<file path="config.mk">
export PLATFORM = sky130hd
export DESIGN_NAME = op_responder
export DESIGN_NICKNAME = d
export VERILOG_FILES = /design/src/rtl/op_responder.sv
export SDC_FILE = /design/constraint.sdc
export NUM_CORES = 1
export LEC_CHECK = 0
export BUFFER_PORTS_ARGS = -buffer_cell sky130_fd_sc_hd__buf_4
export CORE_ASPECT_RATIO = 1.1
export CORE_UTILIZATION = 45
export DETAILED_ROUTE_END_ITERATION = 10
export PLACE_DENSITY = 0.6
export SLEW_MARGIN = 20
export SYNTH_ARGS = -nofsm -noshare
export SYNTH_HDL_FRONTEND = slang
export SYNTH_SLANG_ARGS = --single-unit
export TNS_END_PERCENT = 5
</file>
<file path="constraint.sdc">
create_clock -name clk -period 7.4 [get_ports clk]
set_input_delay 0.37 -clock clk [delete_from_list [all_inputs] [get_ports clk]]
set_output_delay 0.37 -clock clk [all_outputs]
set_load 0.1 [all_outputs]
</file>
<file path="src/rtl/op_responder.sv">
// Execution responder for the start/busy/done benchmark protocol: computes a
// 32-bit result on accept and releases it after an engine-dependent latency.

module op_responder_checker (
    input logic        clk,
    input logic        rst,
    input logic        busy,
    input logic        done,
    input logic [15:0] ops_served
);

    // A completion cycle always presents an idle responder.
    a_done_not_busy: assert property (@(posedge clk) disable iff (rst)
        done |-> !busy);

    // The completion pulse is a single cycle wide.
    a_done_one_cycle: assert property (@(posedge clk) disable iff (rst)
        done |=> !done);

    // Each completion advances the served counter by exactly one.
    a_served_step: assert property (@(posedge clk) disable iff (rst)
        done |-> (ops_served == ($past(ops_served) + 16'd1)));

endmodule

module op_responder #(
    parameter int B2_LAT_BIN  = 1,
    parameter int B2_LAT_DEC  = 8,
    parameter int B2_LAT_DUO  = 6,
    parameter int B10_LAT_DEC = 1,
    parameter int B10_LAT_BIN = 6,
    parameter int B10_LAT_DUO = 6,
    parameter int B12_LAT_DUO = 1,
    parameter int B12_LAT_BIN = 6,
    parameter int B12_LAT_DEC = 8
) (
    input  logic        clk,
    input  logic        rst,
    input  logic        start,
    input  logic [1:0]  cond_sel,
    input  logic [3:0]  opcode,
    input  logic [15:0] op_a,
    input  logic [15:0] op_b,
    output logic        busy,
    output logic        done,
    output logic [31:0] result,
    output logic [15:0] ops_served
);

    localparam logic [3:0] OP_BIN_ADD   = 4'd0;
    localparam logic [3:0] OP_BIN_SUB   = 4'd1;
    localparam logic [3:0] OP_BIN_MUL   = 4'd2;
    localparam logic [3:0] OP_DEC_ADD   = 4'd3;
    localparam logic [3:0] OP_DEC_SUB   = 4'd4;
    localparam logic [3:0] OP_DEC_MUL10 = 4'd5;
    localparam logic [3:0] OP_DUO_ADD12 = 4'd6;
    localparam logic [3:0] OP_DUO_SUB12 = 4'd7;
    localparam logic [3:0] OP_DUO_MUL3  = 4'd8;

    typedef enum logic [1:0] {FAM_BIN, FAM_DEC, FAM_DUO, FAM_NONE} family_t;
    typedef enum logic [0:0] {ST_IDLE, ST_RUN} state_t;

    // Latencies are held in 8 bits; zero means one cycle, oversize saturates.
    function automatic logic [7:0] clamp_lat(input int lat);
        logic [7:0] v;
        if (lat < 32'sd1) begin
            v = 8'd1;
        end else if (lat > 32'sd255) begin
            v = 8'd255;
        end else begin
            v = lat[7:0];
        end
        return v;
    endfunction

    localparam logic [7:0] LAT_B2_BIN  = clamp_lat(B2_LAT_BIN);
    localparam logic [7:0] LAT_B2_DEC  = clamp_lat(B2_LAT_DEC);
    localparam logic [7:0] LAT_B2_DUO  = clamp_lat(B2_LAT_DUO);
    localparam logic [7:0] LAT_B10_BIN = clamp_lat(B10_LAT_BIN);
    localparam logic [7:0] LAT_B10_DEC = clamp_lat(B10_LAT_DEC);
    localparam logic [7:0] LAT_B10_DUO = clamp_lat(B10_LAT_DUO);
    localparam logic [7:0] LAT_B12_BIN = clamp_lat(B12_LAT_BIN);
    localparam logic [7:0] LAT_B12_DEC = clamp_lat(B12_LAT_DEC);
    localparam logic [7:0] LAT_B12_DUO = clamp_lat(B12_LAT_DUO);

    function automatic family_t op_family(input logic [3:0] op);
        family_t f;
        case (op)
            OP_BIN_ADD, OP_BIN_SUB, OP_BIN_MUL:       f = FAM_BIN;
            OP_DEC_ADD, OP_DEC_SUB, OP_DEC_MUL10:     f = FAM_DEC;
            OP_DUO_ADD12, OP_DUO_SUB12, OP_DUO_MUL3:  f = FAM_DUO;
            default:                                  f = FAM_NONE;
        endcase
        return f;
    endfunction

    function automatic logic [7:0] pick_col(input family_t fam, input logic [7:0] l_bin,
                                            input logic [7:0] l_dec, input logic [7:0] l_duo);
        logic [7:0] l;
        case (fam)
            FAM_BIN: l = l_bin;
            FAM_DEC: l = l_dec;
            FAM_DUO: l = l_duo;
            default: l = 8'd1;
        endcase
        return l;
    endfunction

    // Forced conditions pick an engine row; routed mode uses each family's native engine.
    function automatic logic [7:0] select_latency(input logic [1:0] cond, input family_t fam);
        logic [7:0] l;
        case (cond)
            2'd0:    l = pick_col(fam, LAT_B2_BIN, LAT_B2_DEC, LAT_B2_DUO);
            2'd1:    l = pick_col(fam, LAT_B10_BIN, LAT_B10_DEC, LAT_B10_DUO);
            2'd2:    l = pick_col(fam, LAT_B12_BIN, LAT_B12_DEC, LAT_B12_DUO);
            default: l = pick_col(fam, LAT_B2_BIN, LAT_B10_DEC, LAT_B12_DUO);
        endcase
        return l;
    endfunction

    function automatic logic [31:0] compute_result(input logic [3:0] op, input logic [15:0] a,
                                                   input logic [15:0] b);
        logic [31:0] a32;
        logic [31:0] b32;
        logic [31:0] r;
        a32 = {16'h0000, a};
        b32 = {16'h0000, b};
        case (op)
            OP_BIN_ADD, OP_DEC_ADD, OP_DUO_ADD12: r = a32 + b32;
            OP_BIN_SUB, OP_DEC_SUB, OP_DUO_SUB12: r = a32 - b32;
            OP_BIN_MUL:                           r = a32 * b32;
            OP_DEC_MUL10:                         r = a32 * 32'd10;
            OP_DUO_MUL3:                          r = a32 * 32'd3;
            default:                              r = 32'd0;
        endcase
        return r;
    endfunction

    state_t      state_r;
    state_t      next_state_s;
    logic [7:0]  cnt_r;
    logic [7:0]  cnt_next_s;
    logic [31:0] pending_r;
    logic [31:0] pending_next_s;
    logic        busy_r;
    logic        busy_next_s;
    logic        done_r;
    logic        done_next_s;
    logic [31:0] result_r;
    logic [31:0] result_next_s;
    logic [15:0] served_r;
    logic [15:0] served_next_s;
    logic [31:0] calc_result_s;
    logic [7:0]  calc_lat_s;

    // Operand-side datapath evaluated every cycle; only captured on accept.
    always_comb begin
        calc_result_s = compute_result(opcode, op_a, op_b);
        calc_lat_s    = select_latency(cond_sel, op_family(opcode));
    end

    // Next-state and next-output logic for the accept/run handshake.
    always_comb begin
        next_state_s   = state_r;
        cnt_next_s     = cnt_r;
        pending_next_s = pending_r;
        busy_next_s    = busy_r;
        done_next_s    = 1'b0;
        result_next_s  = result_r;
        served_next_s  = served_r;
        case (state_r)
            ST_IDLE: begin
                if (start) begin
                    pending_next_s = calc_result_s;
                    cnt_next_s     = calc_lat_s - 8'd1;
                    busy_next_s    = 1'b1;
                    next_state_s   = ST_RUN;
                end else begin
                    busy_next_s    = 1'b0;
                end
            end
            ST_RUN: begin
                if (cnt_r != 8'd0) begin
                    cnt_next_s     = cnt_r - 8'd1;
                end else begin
                    result_next_s  = pending_r;
                    done_next_s    = 1'b1;
                    busy_next_s    = 1'b0;
                    served_next_s  = served_r + 16'd1;
                    next_state_s   = ST_IDLE;
                end
            end
            default: begin
                busy_next_s  = 1'b0;
                cnt_next_s   = 8'd0;
                next_state_s = ST_IDLE;
            end
        endcase
    end

    // State and output registers; reset aborts any in-flight op without a pulse.
    always_ff @(posedge clk) begin
        if (rst) begin
            state_r   <= ST_IDLE;
            cnt_r     <= 8'd0;
            pending_r <= 32'd0;
            busy_r    <= 1'b0;
            done_r    <= 1'b0;
            result_r  <= 32'd0;
            served_r  <= 16'd0;
        end else begin
            state_r   <= next_state_s;
            cnt_r     <= cnt_next_s;
            pending_r <= pending_next_s;
            busy_r    <= busy_next_s;
            done_r    <= done_next_s;
            result_r  <= result_next_s;
            served_r  <= served_next_s;
        end
    end

    assign busy       = busy_r;
    assign done       = done_r;
    assign result     = result_r;
    assign ops_served = served_r;

    op_responder_checker u_checker (
        .clk        (clk),
        .rst        (rst),
        .busy       (busy_r),
        .done       (done_r),
        .ops_served (served_r)
    );

endmodule

</file>
; ---- Yosys cells after proc, flatten, opt, wreduce, memory -nomap -nowiden
; Memory sizes are Yosys's and may differ from the RTL's.
; Index checks and enable logic that the tools add are counted.
[totals]
ramBits = 0
out_inout_bits = 50
register_bits = 91
memories = 1
wordCells = 58
mem_bits_ro = 32
input_bits = 41
latch_bits = 0
[mem_list]
columns = name, words, width, rd, rd_clocked_by_memory_dff, write_ports, line_no
row1 = (no name shown), 16, 2, 1, 0, 0, 88  ; case (op)
[classes]
addsub = 5
muxes = 14
bitwise_logic = 2
shifts = 0
n_mul = 3
n_reduce_logical = 11
n_lt_le_gt_ge = 0
div_mod_pow = 0
n_eq_ne = 15
[op_table]
columns = operator, n
row1 = $pmux 32 s5, 1
row2 = $mul 16x16->32, 1
row3 = $pmux 8 s3, 1
row4 = $mul 16x3->19 const B, 1
row5 = $mul 16x2->18 const B, 1
row6 = $add 16x16->17, 1
row7 = $sub 16x16->17, 1
row8 = $add 16x1->16 const B, 1
row9 = $eq 4x3->1 const B, 4
row10 = $mux 8, 2
row11 = $pmux 4 s2, 2
row12 = $pmux 8 s2, 1
row13 = $sub 8x1->8 const B, 2
row14 = $eq 4x2->1 const B, 2
row15 = $reduce_bool 8->1, 1
row16 = $reduce_and 2->1, 3
row17 = $reduce_or 3->1, 2
row18 = $eq 2x1->1 const B, 2
row19 = $eq 2x2->1 const B, 2
row20 = $eq 4x1->1 const B, 1
row21 = $eq 4x4->1 const B, 1
row22 = $logic_not 2->1, 2
row23 = $logic_not 4->1, 1
row24 = $mux 1, 4
row25 = 6 further kinds, 10

; ---- Logic depth before layout (Yosys ltp)
; An unclocked memory read counts as a cell.
[depth]
ltp_word = 8
ltp_mapped = 25
mapped_depth_nobuf = 24

; ---- Least setup slack after synthesis
; Ideal clock, no wire load.
[synth_timing]
path_type = input to register
start = in op_b[8]
end = reg pending_r[28]
t_required_ns = 7.331
setup_ns = 0.069
setup_slack_ns = 1.197
arrival_ns = 6.134
n_path_buf = 1
cell_stages = 22
path_cell_list = clkbuf_1 > nand2_1 > fa_1 > inv_1 > fa_1 > inv_1 > fa_1 > inv_1 > fa_1 > fa_1 > inv_1 > fa_1 > inv_1 > ha_1 > and2_1 > a221o_1 > nor3_1 > a211oi_2 > a221o_1 > a2111oi_2 > a31oi_1 > o21ai_1
[synth_via]
elab_chain_cells = 2
[synth_lines]
columns = element, line_no
row1 = start: declaration, 43  ; input logic [15:0] op_b,
row2 = $mul 16x16->32 or $sub 16x16->17 (tied branches), "131, 130"
row3 = $pmux 32 s5 (*), 128  ; case (op)
row4 = end signal: assignment, 214  ; pending_r <= pending_next_s;
row5 = end: declaration, 143  ; logic [31:0] pending_r;
; Mark *: on every way between the ends. The rest lies on a longest branch, timed or not.
; A chain may end at the register's enable or synchronous reset.

; ---- Worst setup path in the final report
[layout_timing]
start = in op_b[7]
end = reg pending_r[25]
; The elaborated chain is that of the path after synthesis.

==> flow_summary.json <==
{
  "yosysSeqAreaShare": 0.1190,
  "area_growth_pct": 8.595,
  "core_mm2": 0.03337,
  "cts-root-buf": "clkbuf_16",
  "status": "completed",
  "cts_tree": "yes",
  "cp_max_fo": 15,
  "muxShareOfSynthArea": 0.004003,
  "syn_avg_cell_area_um2": 8.207,
  "post-dp-hpwl_um": 33860,
  "cts_num_sinks": 91,
  "setup_viol": 0,
  "place.gp.congestion": 0.9025,
  "synthAdderAreaFrac": 0.4124,
  "post-route-cell-area_mm2": 0.01663,
  "synthXorXnorAreaFrac": 0.03717,
  "p_sw_uw": 3694,
  "p_total_uw": 6733,
  "synth_top_family_by_area": "adder cells",
  "cell_internal_pwr_uw": 3039,
  "portBuffers": 90,
  "pre_cts_ws_ps": 639.8,
  "dr.pass1.iters": 5,
  "synth_nets": 2293,
  "skew_ps": 8.066,
  "period_minus_slack_ps": 6427,
  "finalNonFillerCells": 2330,
  "power.share.clock": 0.074,
  "fin_tns_setup_ps": 0,
  "synthSimpleGateAreaFrac": 0.1664,
  "powerDensity_mw_per_mm2": 404.8,
  "dr_total_vias": 13130,
  "ir_drop_v": 0.0004430,
  "groute.usage.overall": 0.2616,
  "antenna_found_initial": 0,
  "syn-cell-area_mm2": 0.01531,
  "seqPwrFrac": 0.080,
  "layout.nets": 2320,
  "worst_skew_pair.late_latency_ps": 340,
  "first_iter_violations": 913,
  "placed_area_mm2": 0.01630,
  "die_w_um": 177.9,
  "ys_warn_count": 0,
  "finalWirelength_um": 43440,
  "synth_top_area_frac": 0.2588,
  "cap_violations": 0,
  "ant_nets": 0,
  "place_inst": 2314,
  "yosysTopAreaCell": "fa_1",
  "async_flop_share": 0,
  "tightest_slew_ps": 862.4,
  "nFillCells": 3288,
  "synth.area.top_cells": "fa_1 (26%), ha_1 (15%), dfxtp_1 (12%), inv_1 (6.8%), nand2_1 (6.5%)",
  "drc": 0,
  "leakagePower_uw": 0.007973,
  "hold_violations": 0,
  "synth-edff-count": 0,
  "viasPerCell": 5.636,
  "synth_compound_area_frac": 0.1713,
  "max_freq_mhz": 155.6,
  "fin_ws_ps": 972.8,
  "synth_cell_type_count": 74,
  "relSlewSlack": 0.4212,
  "rsz0062_at_grt": "false",
  "p_comb_frac": 0.847,
  "cts_hold_buf": 0,
  "clk_pin_slew_worst_paths_ps": 60,
  "post_drt_wl_per_cell_um": 18.65,
  "diodes": 0,
  "die_h_um": 195.5,
  "htree_levels": 3,
  "worstSetupEndpointType": "flip-flop",
  "cp.required_ps": 7610,
  "period_share": 0.8685,
  "initial_utilization": 0.4589,
  "num_rows": 70,
  "drive_gt1_frac": 0.07482,
  "die_area_mm2": 0.03478,
  "setup.worst_path.class": "in2reg",
  "cts_setup_buffers": 0,
  "cts_buffers": 9,
  "start_kind": "primary input",
  "synth_most_common_cell": "inv_1",
  "grt_pass1_vias": 13520,
  "overflow": 0,
  "slew_viol_final": 0,
  "grt_max_degree": 74,
  "ys_ff_latch": 91,
  "pin_count": 91,
  "synth_cells": 1866,
  "arrival_ps": 6640,
  "grt_pass1_wl_um": 71080,
  "synth_flop_cell": "dfxtp_1",
  "sw_frac_of_total": 0.5486,
  "synthTopCellsByCount": "inv_1 (279), nand2_1 (265), fa_1 (198)",
  "max-clock-path-buffers": 2,
  "cts_resized": 0,
  "hold_class": "in2reg"
}
==> worst paths after layout <==
kind | from | end | slack (ps) | cells past startpoint
min | start | cnt_r[7]$_SDFFE_PP0P_ | 420 | 3
max | op_b[7] | pending_r[25]$_SDFFE_PP0P_ | 970 | 24
min reg2reg | pending_r[0]$_SDFFE_PP0P_ | result[0]$_SDFFE_PP0P_ | 450 | 2
max reg2reg | state_r$_SDFF_PP0_ | pending_r[29]$_SDFFE_PP0P_ | 4130 | 8
==> state kept, by name, summed over array words and instances (netlist names) <==
name	flops
ops_served	16
pending_r	32
busy	1
cnt_r	8
done	1
state_r	1
result	32
==> area by class of cell <==
type,instances,area (um^2),share of cell area
multi-input cells,1411,12140,0.7302
clock inverters,5,83.83,0.005041
inverters,281,1055,0.06342
flip-flops and latches,91,1822,0.1095
clock buffers,11,242.7,0.01460
repair buffers,99,743.2,0.04469
well taps,432,540.5,0.03250
==> cells in the final DEF (no fill, tap or decap), types with 6 or more instances in the layout <==
cell type / count
inv_1: 279
nand2_1: 264
fa_1: 198
ha_1: 188
a21oi_1: 127
nor2_1: 107
buf_4: 99
dfxtp_1: 91
and2_1: 87
o21ai_0: 60
a21o_1: 45
xnor2_1: 36
xor2_1: 29
nor3_1: 18
nand3_1: 18
o21a_1: 16
a221oi_1: 16
nor2b_1: 14
o21ai_1: 14
o21bai_1: 10
or3_1: 10
nand4_1: 10
a31oi_1: 9
clkbuf_16: 9
a221o_1: 8
a211oi_1: 8
nand2b_1: 7
a222oi_1: 7
o22ai_1: 7
a311oi_1: 6
o211ai_1: 6
==> cells by family (layout without fill, tap and decap cells) <==
family          count (synthesis)  in the layout
compound gates                394            394
xor+xnor                       65             65
fa+ha+maj                     386            386
buf+inv                       364            396
mux                             6              6
flops                          91             91
simple gates                  560            560
==> metal layers <==
| layer | track usage | up-vias | wire length (um) |
|---|---|---|---|
| met2 | 0.4545 | 374 | 21420 |
| met5 | 0 | - | 0 |
| li1 | - | 6191 | - |
| met3 | 0.02823 | 67 | 2031 |
| met1 | 0.3389 | 6501 | 18790 |
| met4 | 0.07692 | 0 | 1198 |
==> per-stage QoR <==
stage	hold WS [ps]	util
4_1_cts	408.1	0.4983
6_report	417.4	0.4984
3_5_place_dp	445.8	0.4885
2_1_floorplan	425.5	-
3_3_place_gp	441.2	0.4885
5_1_grt	436.2	0.4984
==> power groups by stage <==
stage	combinational (uW)	clock (uW)	sequential, uW
2_1_floorplan	4160	0	575
3_3_place_gp	5580	0	546
3_5_place_dp	5650	0	547
4_1_cts	5690	508	536
5_1_grt	6360	529	539
6_report	5700	496	536
==> worst max-delay path, stage by stage <==
cell	delay [ps]
buf_4	190
ha_1	220
inv_1	120
fa_1	560
inv_1	60
fa_1	500
inv_1	50
fa_1	500
inv_1	60
fa_1	510
fa_1	550
inv_1	50
fa_1	530
inv_1	40
ha_1	370
and2_1	180
a221oi_1	370
o221ai_1	160
o21a_1	230
o21ai_1	350
o21ai_1	160
a31o_2	300
xnor2_1	120
o21ai_0	80
No activity file was read; power rests on OpenSTA's default activity.
